File: config.mk
export PLATFORM = sky130hd
export DESIGN_NAME = alu_multdiv
export DESIGN_NICKNAME = d
export VERILOG_FILES = /design/src/rtl/alu_multdiv.sv
export SDC_FILE = /design/constraint.sdc
export NUM_CORES = 1
export LEC_CHECK = 0
export CORE_MARGIN = 2
export CORE_UTILIZATION = 61
export DETAILED_ROUTE_END_ITERATION = 12
export PLACE_DENSITY = 0.91
export SLEW_MARGIN = 15
export SYNTH_ARGS = -nofsm -noshare
export SYNTH_HDL_FRONTEND = slang
export SYNTH_SLANG_ARGS = --single-unit
File: constraint.sdc
create_clock -name clock -period 4.7 [get_ports clock]
set_input_delay 0.47 -clock clock [delete_from_list [all_inputs] [get_ports clock]]
set_output_delay 0.47 -clock clock [all_outputs]
set_load 0.01 [all_outputs]
File: src/rtl/alu_multdiv.sv
// alu_multdiv: sequential signed multiply/divide unit.
// Multiply uses unsigned shift-add over the operand magnitudes.
// Divide uses unsigned restoring division over the operand magnitudes.
// The sign is applied when the result is registered, at DONE entry.
// Latency is fixed at WIDTH+1 edges from the start pulse to DONE entry.
module alu_multdiv #(
  parameter int WIDTH = 32
) (
  input  logic             clock,
  input  logic             reset_n,
  input  logic [WIDTH-1:0] data_operandA,
  input  logic [WIDTH-1:0] data_operandB,
  input  logic             ctrl_MULT,
  input  logic             ctrl_DIV,
  output logic [WIDTH-1:0] data_result,
  output logic             data_exception,
  output logic             data_resultRDY
);

  localparam int CW = $clog2(WIDTH) + 1;
  localparam logic [CW-1:0] CNT_LAST = CW'(WIDTH);
  localparam logic [WIDTH-1:0] ONE_W = {{(WIDTH-1){1'b0}}, 1'b1};
  localparam logic [2*WIDTH-1:0] ONE_2W = {{(2*WIDTH-1){1'b0}}, 1'b1};
  localparam logic [WIDTH-1:0] MIN_NEG = {1'b1, {(WIDTH-1){1'b0}}};

  typedef enum logic [1:0] {
    S_IDLE = 2'd0,
    S_MUL  = 2'd1,
    S_DIV  = 2'd2,
    S_DONE = 2'd3
  } state_e;

  state_e             state_q, state_d;
  logic [CW-1:0]      cnt_q, cnt_d;
  logic [WIDTH-1:0]   a_q, a_d;          // |A| (multiplicand)
  logic [WIDTH-1:0]   b_q, b_d;          // |B| (divisor)
  logic               sign_q, sign_d;
  logic               dbz_q, dbz_d;
  logic               ovf_q, ovf_d;      // MIN_NEG / -1 divide
  logic [2*WIDTH-1:0] work_q, work_d;    // product, or {remainder, quotient}
  logic [WIDTH-1:0]   result_q, result_d;
  logic               exc_q, exc_d;
  logic               rdy_q, rdy_d;

  logic               start_s;
  logic               last_s;
  logic               done_entry_s;
  logic [WIDTH:0]     mul_sum_s;
  logic               div_ge_s;
  logic [WIDTH-1:0]   div_diff_s;
  logic [2*WIDTH-1:0] prod_s;
  logic               mul_exc_s;
  logic [WIDTH-1:0]   quot_s;

  // Two's complement magnitude; MIN_NEG maps to itself as an unsigned value.
  function automatic logic [WIDTH-1:0] abs_val(input logic [WIDTH-1:0] v);
    if (v[WIDTH-1]) begin
      return (~v) + ONE_W;
    end else begin
      return v;
    end
  endfunction

  assign start_s      = ctrl_MULT | ctrl_DIV;
  assign last_s       = (cnt_q == CNT_LAST);
  assign done_entry_s = !start_s && ((state_q == S_MUL) || (state_q == S_DIV)) && last_s;

  // Arithmetic for one iteration and for the final signed result.
  always_comb begin
    mul_sum_s  = {1'b0, work_q[2*WIDTH-1:WIDTH]} + (work_q[0] ? {1'b0, a_q} : {(WIDTH+1){1'b0}});
    div_ge_s   = (work_q[2*WIDTH-1:WIDTH-1] >= {1'b0, b_q});
    div_diff_s = work_q[2*WIDTH-2:WIDTH-1] - b_q;
    prod_s     = sign_q ? ((~work_q) + ONE_2W) : work_q;
    mul_exc_s  = !((&prod_s[2*WIDTH-1:WIDTH-1]) || !(|prod_s[2*WIDTH-1:WIDTH-1]));
    quot_s     = sign_q ? ((~work_q[WIDTH-1:0]) + ONE_W) : work_q[WIDTH-1:0];
  end

  // State register.
  always_ff @(posedge clock or negedge reset_n) begin
    if (!reset_n) begin
      state_q <= S_IDLE;
    end else begin
      state_q <= state_d;
    end
  end

  // Next-state logic; a start pulse overrides every state, MUL wins ties.
  always_comb begin
    state_d = state_q;
    if (ctrl_MULT) begin
      state_d = S_MUL;
    end else if (ctrl_DIV) begin
      state_d = S_DIV;
    end else begin
      case (state_q)
        S_IDLE:  state_d = S_IDLE;
        S_MUL:   state_d = last_s ? S_DONE : S_MUL;
        S_DIV:   state_d = last_s ? S_DONE : S_DIV;
        S_DONE:  state_d = S_IDLE;
        default: state_d = S_IDLE;
      endcase
    end
  end

  // Datapath and registered-output next values.
  always_comb begin
    cnt_d    = cnt_q;
    a_d      = a_q;
    b_d      = b_q;
    sign_d   = sign_q;
    dbz_d    = dbz_q;
    ovf_d    = ovf_q;
    work_d   = work_q;
    result_d = result_q;
    exc_d    = exc_q;
    rdy_d    = 1'b0;
    if (start_s) begin
      a_d    = abs_val(data_operandA);
      b_d    = abs_val(data_operandB);
      sign_d = data_operandA[WIDTH-1] ^ data_operandB[WIDTH-1];
      dbz_d  = (data_operandB == {WIDTH{1'b0}});
      ovf_d  = (data_operandA == MIN_NEG) && (data_operandB == {WIDTH{1'b1}});
      cnt_d  = {CW{1'b0}};
      work_d = {{WIDTH{1'b0}}, (ctrl_MULT ? abs_val(data_operandB) : abs_val(data_operandA))};
    end else if (done_entry_s) begin
      rdy_d = 1'b1;
      if (state_q == S_MUL) begin
        result_d = prod_s[WIDTH-1:0];
        exc_d    = mul_exc_s;
      end else if (dbz_q) begin
        result_d = {WIDTH{1'b0}};
        exc_d    = 1'b1;
      end else begin
        result_d = quot_s;
        exc_d    = ovf_q;
      end
    end else if (state_q == S_MUL) begin
      cnt_d  = cnt_q + {{(CW-1){1'b0}}, 1'b1};
      work_d = {mul_sum_s, work_q[WIDTH-1:1]};
    end else if (state_q == S_DIV) begin
      cnt_d = cnt_q + {{(CW-1){1'b0}}, 1'b1};
      if (div_ge_s) begin
        work_d = {div_diff_s, work_q[WIDTH-2:0], 1'b1};
      end else begin
        work_d = {work_q[2*WIDTH-2:0], 1'b0};
      end
    end else begin
      cnt_d = cnt_q;
    end
  end

  // Datapath and output registers.
  always_ff @(posedge clock or negedge reset_n) begin
    if (!reset_n) begin
      cnt_q    <= {CW{1'b0}};
      a_q      <= {WIDTH{1'b0}};
      b_q      <= {WIDTH{1'b0}};
      sign_q   <= 1'b0;
      dbz_q    <= 1'b0;
      ovf_q    <= 1'b0;
      work_q   <= {(2*WIDTH){1'b0}};
      result_q <= {WIDTH{1'b0}};
      exc_q    <= 1'b0;
      rdy_q    <= 1'b0;
    end else begin
      cnt_q    <= cnt_d;
      a_q      <= a_d;
      b_q      <= b_d;
      sign_q   <= sign_d;
      dbz_q    <= dbz_d;
      ovf_q    <= ovf_d;
      work_q   <= work_d;
      result_q <= result_d;
      exc_q    <= exc_d;
      rdy_q    <= rdy_d;
    end
  end

  assign data_result    = result_q;
  assign data_exception = exc_q;
  assign data_resultRDY = rdy_q;

endmodule

# Yosys cells after proc, flatten, opt, wreduce, memory -nomap -nowiden
# Index checks and enable logic that the tools add are counted.
[word_totals]
ff_bits = 173
out_inout_bits = 34
word_cells = 75
[op_classes]
addsub = 7
n_lt_le_gt_ge = 1
eq_ne = 7
muxes = 26
bitwise = 7
n_reduce_logical = 16
[op_table]
columns = ["operator", "count"]
rows = [
  ["$mux 64", 6],
  ["$mux 32", 7],
  ["$add 32x1->32 const B", 3],
  ["$not 32->32", 3],
  ["$add 64x1->64 const B", 1],
  ["$eq 32x32->1 const B", 2],
  ["$not 64->64", 1],
  ["$add 32x32->33", 1],
  ["$ge 33x32->1", 1],
  ["$reduce_and 33->1", 1],
  ["$reduce_or 33->1", 1],
  ["$logic_not 32->1", 1],
  ["$sub 32x32->32", 1],
  ["$mux 6", 4],
  ["$add 6x1->6 const B", 1],
  ["$eq 6x6->1 const B", 1],
  ["$mux 2", 3],
  ["$pmux 2 s3", 1],
  ["$mux 1", 5],
  ["$eq 2x2->1 const B", 2],
  ["$reduce_and 2->1", 2],
  ["$logic_and 1x1->1", 3],
  ["$logic_not 1->1", 3],
  ["$reduce_bool 3->1", 1],
  ["other kinds (8)", 9],
]

# Depth between registers and ports, before layout
[logic_depth]
word_depth = 8
mapped_depth = 16
depth_no_buf = 14

# Least setup slack after synthesis
# No wires, ideal clock.
[synth_timing]
path_kind = "reg-to-reg"
start = "reg work_q[32]"
end = "reg work_q[55]"
setup_ns = 0.134
t_arrival_ns = 3.439
required_time_ns = 4.566
setup_slack_ns = 1.127
path_stages_with_launch = 14
path_buffers = 3
period_less_slack_ns = 3.573
path_cell_list = "dfrtp_1 ha_1 nor2b_1 o31a_1 o41ai_1 o31a_1 o21ai_1 a211oi_1 o311a_1 buf_2 buf_2 buf_1 mux2i_1 o21ai_0"
[synth_via]
elab_chain_len = 6
[synth_lines]
columns = ["item", "line", "source"]
rows = [
  ["from (decl)", "40", "logic [2*WIDTH-1:0] work_q, work_d;"],
  ["from (signal assigned)", "161", "work_q <= {(2*WIDTH){1'b0}};"],
  ["from (signal assigned)", "172", "work_q <= work_d;"],
  ["$sub 32x32->32 or $ge 33x32->1 (tied branches)", "72, 71", ""],
  ["$mux 64", "142", "if (div_ge_s) begin"],
  ["$mux 64", "140", "end else if (state_q == S_DIV) begin"],
  ["$mux 64 (*)", "137", "end else if (state_q == S_MUL) begin"],
  ["$mux 64 (*)", "125", "end else if (done_entry_s) begin"],
  ["$mux 64 (*)", "117", "if (start_s) begin"],
]
# Mark *: on every way between the ends. The rest lies on a longest branch, timed or not. The select of a mux whose other input is x is not followed.
# A chain may end at the register's enable or synchronous reset.

# Worst setup path in the final report
[layout_timing]
start = "reg work_q[32]"
end = "reg work_q[53]"
# Same word-level chain as after synthesis.

==> flow_summary.json <==
{
  "power.leakage_uw": 0.00712,
  "detail-route-antenna-nets": 0,
  "worst_pin_slew_ns": 1.06,
  "arrival_ns": 4.69,
  "path_class": "reg2reg",
  "crit_family": "compound AO/OA/AOI/OAI gates",
  "crit_path_start_kind": "flip-flop",
  "finalCoreUtilization": 0.705,
  "dr_total_vias": 15200,
  "viasPerCell": 6.84,
  "fin_crit_sh": 0.931,
  "setup_viol": 0,
  "r2r_start": "work_q[32]$_DFFE_PN0P_",
  "synth-simple-area-share": 0.214,
  "grt.overflow.total": 0,
  "powerDensity_nw_per_um2": 317,
  "post_cts_buffers": 0,
  "synth_cells": 1850,
  "die_area_um2": 25400,
  "path_depth": 12,
  "wl_met1_mm": 19.1,
  "holdWs_ns": 0.0932,
  "reg2reg_depth": 12,
  "fin_cells": 2224,
  "swShare": 0.405,
  "start_util": 0.624,
  "routedWlPerCell_um": 22.7,
  "fin_worst_skew_ns": 0.0150,
  "ys_ff_latch": 173,
  "worst-path-buf-inv": 1,
  "clkPwrFrac": 0.277,
  "grt_max_degree": 98,
  "cts_tree": "yes",
  "worst_path_max_delay_cell": "dfrtp_1",
  "grtUsageTotal": 0.392,
  "rsz0062_at_grt": "no",
  "synth_adder_area_share": 0.0649,
  "insertion_delay_ns": 0.45,
  "cts-root-buf": "clkbuf_16",
  "path_clk_slew_ns": 0.08,
  "cts_resized": 0,
  "syn_area_um2": 14700,
  "syn2layout_area_growth_pct": 13.0,
  "drive_above_1_share": 0.0625,
  "first_iter_violations": 2037,
  "syn_area_per_cell_um2": 7.95,
  "synth_fp_nets": 1993,
  "critical_path.startpoint": "work_q[32]$_DFFE_PN0P_",
  "critical_path.max_fanout": 15,
  "cp_cell_sequence": "ha_1 > nor2b_1 > o31a_1 > o41ai_1 > buf_4 > o31a_1 > o21ai_1 > a211oi_1 > o311a_2 > mux2_2 > o21ai_0 > o21ai_0",
  "maxCapViolations": 0,
  "yosysSeqAreaShare": 0.294,
  "ys_warn_count": 0,
  "synth_edf_count": 0,
  "grt_pass1_wl_mm": 78.5,
  "die_h_um": 159,
  "power.internal_uw": 3130,
  "outcome": "finished, final reports clean",
  "h-tree-depth": 4,
  "antenna_found_initial": 0,
  "cp_slowest_stage_delay_ns": 0.59,
  "dpl.hpwl_mm": 37.7,
  "layout.nets": 2035,
  "route.met2.wl_mm": 22.1,
  "cts.sinks": 173,
  "rows": 56,
  "ys_types": 78,
  "min_period_ns": 4.38,
  "highest_layer": "met4",
  "place_congestion": 1.02,
  "synth.mux.area_fraction": 0.0319,
  "pwr-share-seq": 0.357,
  "clockBufferDepth": 2,
  "slew_viol_final": 0,
  "dp.cells": 2192,
  "peakVddDrop_v": 0.000247,
  "synth_async_sr_flop_share": 1.00,
  "worstPathRequired_ns": 5.01,
  "coreArea_um2": 23500,
  "drc": 0,
  "port_buffers": 101,
  "synth_top_family_by_area": "compound AO/OA/AOI/OAI gates",
  "first_global_vias": 14200,
  "synth_compound_area_frac": 0.245,
  "combPwrFrac": 0.366,
  "final_hold_viol_count": 0,
  "dr.pass1.iters": 10,
  "end_kind": "flip-flop",
  "synthFlopType": "dfrtp_1",
  "hold_path_class": "in2async",
  "finalWirelength_mm": 50.5,
  "io_pins": 102,
  "p_switching_uw": 2130,
  "setup_tns_ns": 0,
  "die_x_um": 159,
  "slew_headroom": 0.290,
  "antenna_cells": 0,
  "nFillCells": 1888,
  "wl_met3_mm": 6.04,
  "synthXorXnorAreaFrac": 0.0977,
  "hold_buffers": 0,
  "numCtsBuffers": 17,
  "fmax_mhz": 228
}
[final cells by class]
type,count,area [um^2],area share
Sequential cell,173,4330,0.261
Tap cell,319,399,0.0240
Clock inverter,15,165,0.00994
Clock buffer,17,425,0.0256
Timing Repair Buffer,148,1380,0.0829
Multi-Input combinational cell,1475,9620,0.579
Inverter,77,289,0.0174
[cells in the mapped netlist, types with 35 or more instances]
library cell / number / area (um^2)
a21oi_1: 162 / 811
a211oi_1: 36 / 270
nand4_1: 36 / 225
or3_1: 35 / 219
nor2_1: 165 / 619
nand2_1: 143 / 537
dfrtp_1: 173 / 4330
and2_1: 36 / 225
xor2_1: 115 / 1010
clkbuf_1: 113 / 424
o21ai_0: 154 / 771
ha_1: 73 / 913
nor3_1: 54 / 270
xnor2_1: 49 / 429
inv_1: 76 / 285
[cells by family after synthesis]
family / count (synthesis)
and+or+nand+nor: 621
AOI/OAI and AO/OA: 570
buffers and inverters: 202
DFF: 173
xor gates and xnor gates: 164
adders and majority gates: 75
muxes: 45
[cells in the final DEF (no fill, tap or decap), drive strengths merged, types with 36 or more instances in the layout]
cell             n
dfrtp          173
nor2           165
a21oi          162
o21ai          155
nand2          143
xor2           115
clkdlybuf4s50  100
inv             86
ha              73
nor3            56
xnor2           49
buf             48
and2            36
nand4           36
a211oi          36
or3             36
[routing by layer]
metal,up-vias,track usage
met5,-,0
met4,0,0.231
met3,218,0.0857
met2,1034,0.596
met1,7134,0.517
li1,6817,-
[through the flow]
step / instance area [um^2] / total power [uW] / worst slack [ns]
6_report: 16600 / 5260 / 0.322
5_1_grt: 16600 / 5480 / 0.230
4_1_cts: 16600 / 5190 / 0.446
3_5_place_dp: 16000 / 3740 / 0.500
3_3_place_gp: 16000 / 3700 / 0.566
2_1_floorplan: 14700 / 3090 / 1.13
[sequential cells by signal, indices dropped and copies added, names as in the netlist]
register and count:
work_q 64, a_q 32, b_q 32, data_result 32
cnt_q 6, state_q 2, data_exception 1, data_resultRDY 1
dbz_q 1, ovf_q 1, sign_q 1
[final timing paths]
kind,to,slack [ns]
setup / recovery,work_q[53]$_DFFE_PN0P_,0.32
hold / removal,data_result[7]$_DFFE_PN0P_,0.09
setup reg to reg,work_q[53]$_DFFE_PN0P_,0.32
hold reg to reg,data_result[26]$_DFFE_PN0P_,0.48
max in group asynchronous,work_q[34]$_DFFE_PN0P_,3.64
min in group clock,data_result[26]$_DFFE_PN0P_,0.48
[power by group through the flow]
stage | Clock [uW] | Combinational (uW) | Sequential (uW)
2_1_floorplan | 0 | 1320 | 1770
3_3_place_gp | 0 | 1820 | 1870
3_5_place_dp | 0 | 1860 | 1880
4_1_cts | 1460 | 1870 | 1850
5_1_grt | 1520 | 2080 | 1880
6_report | 1460 | 1920 | 1880
Power figures use the tool's default switching activity.
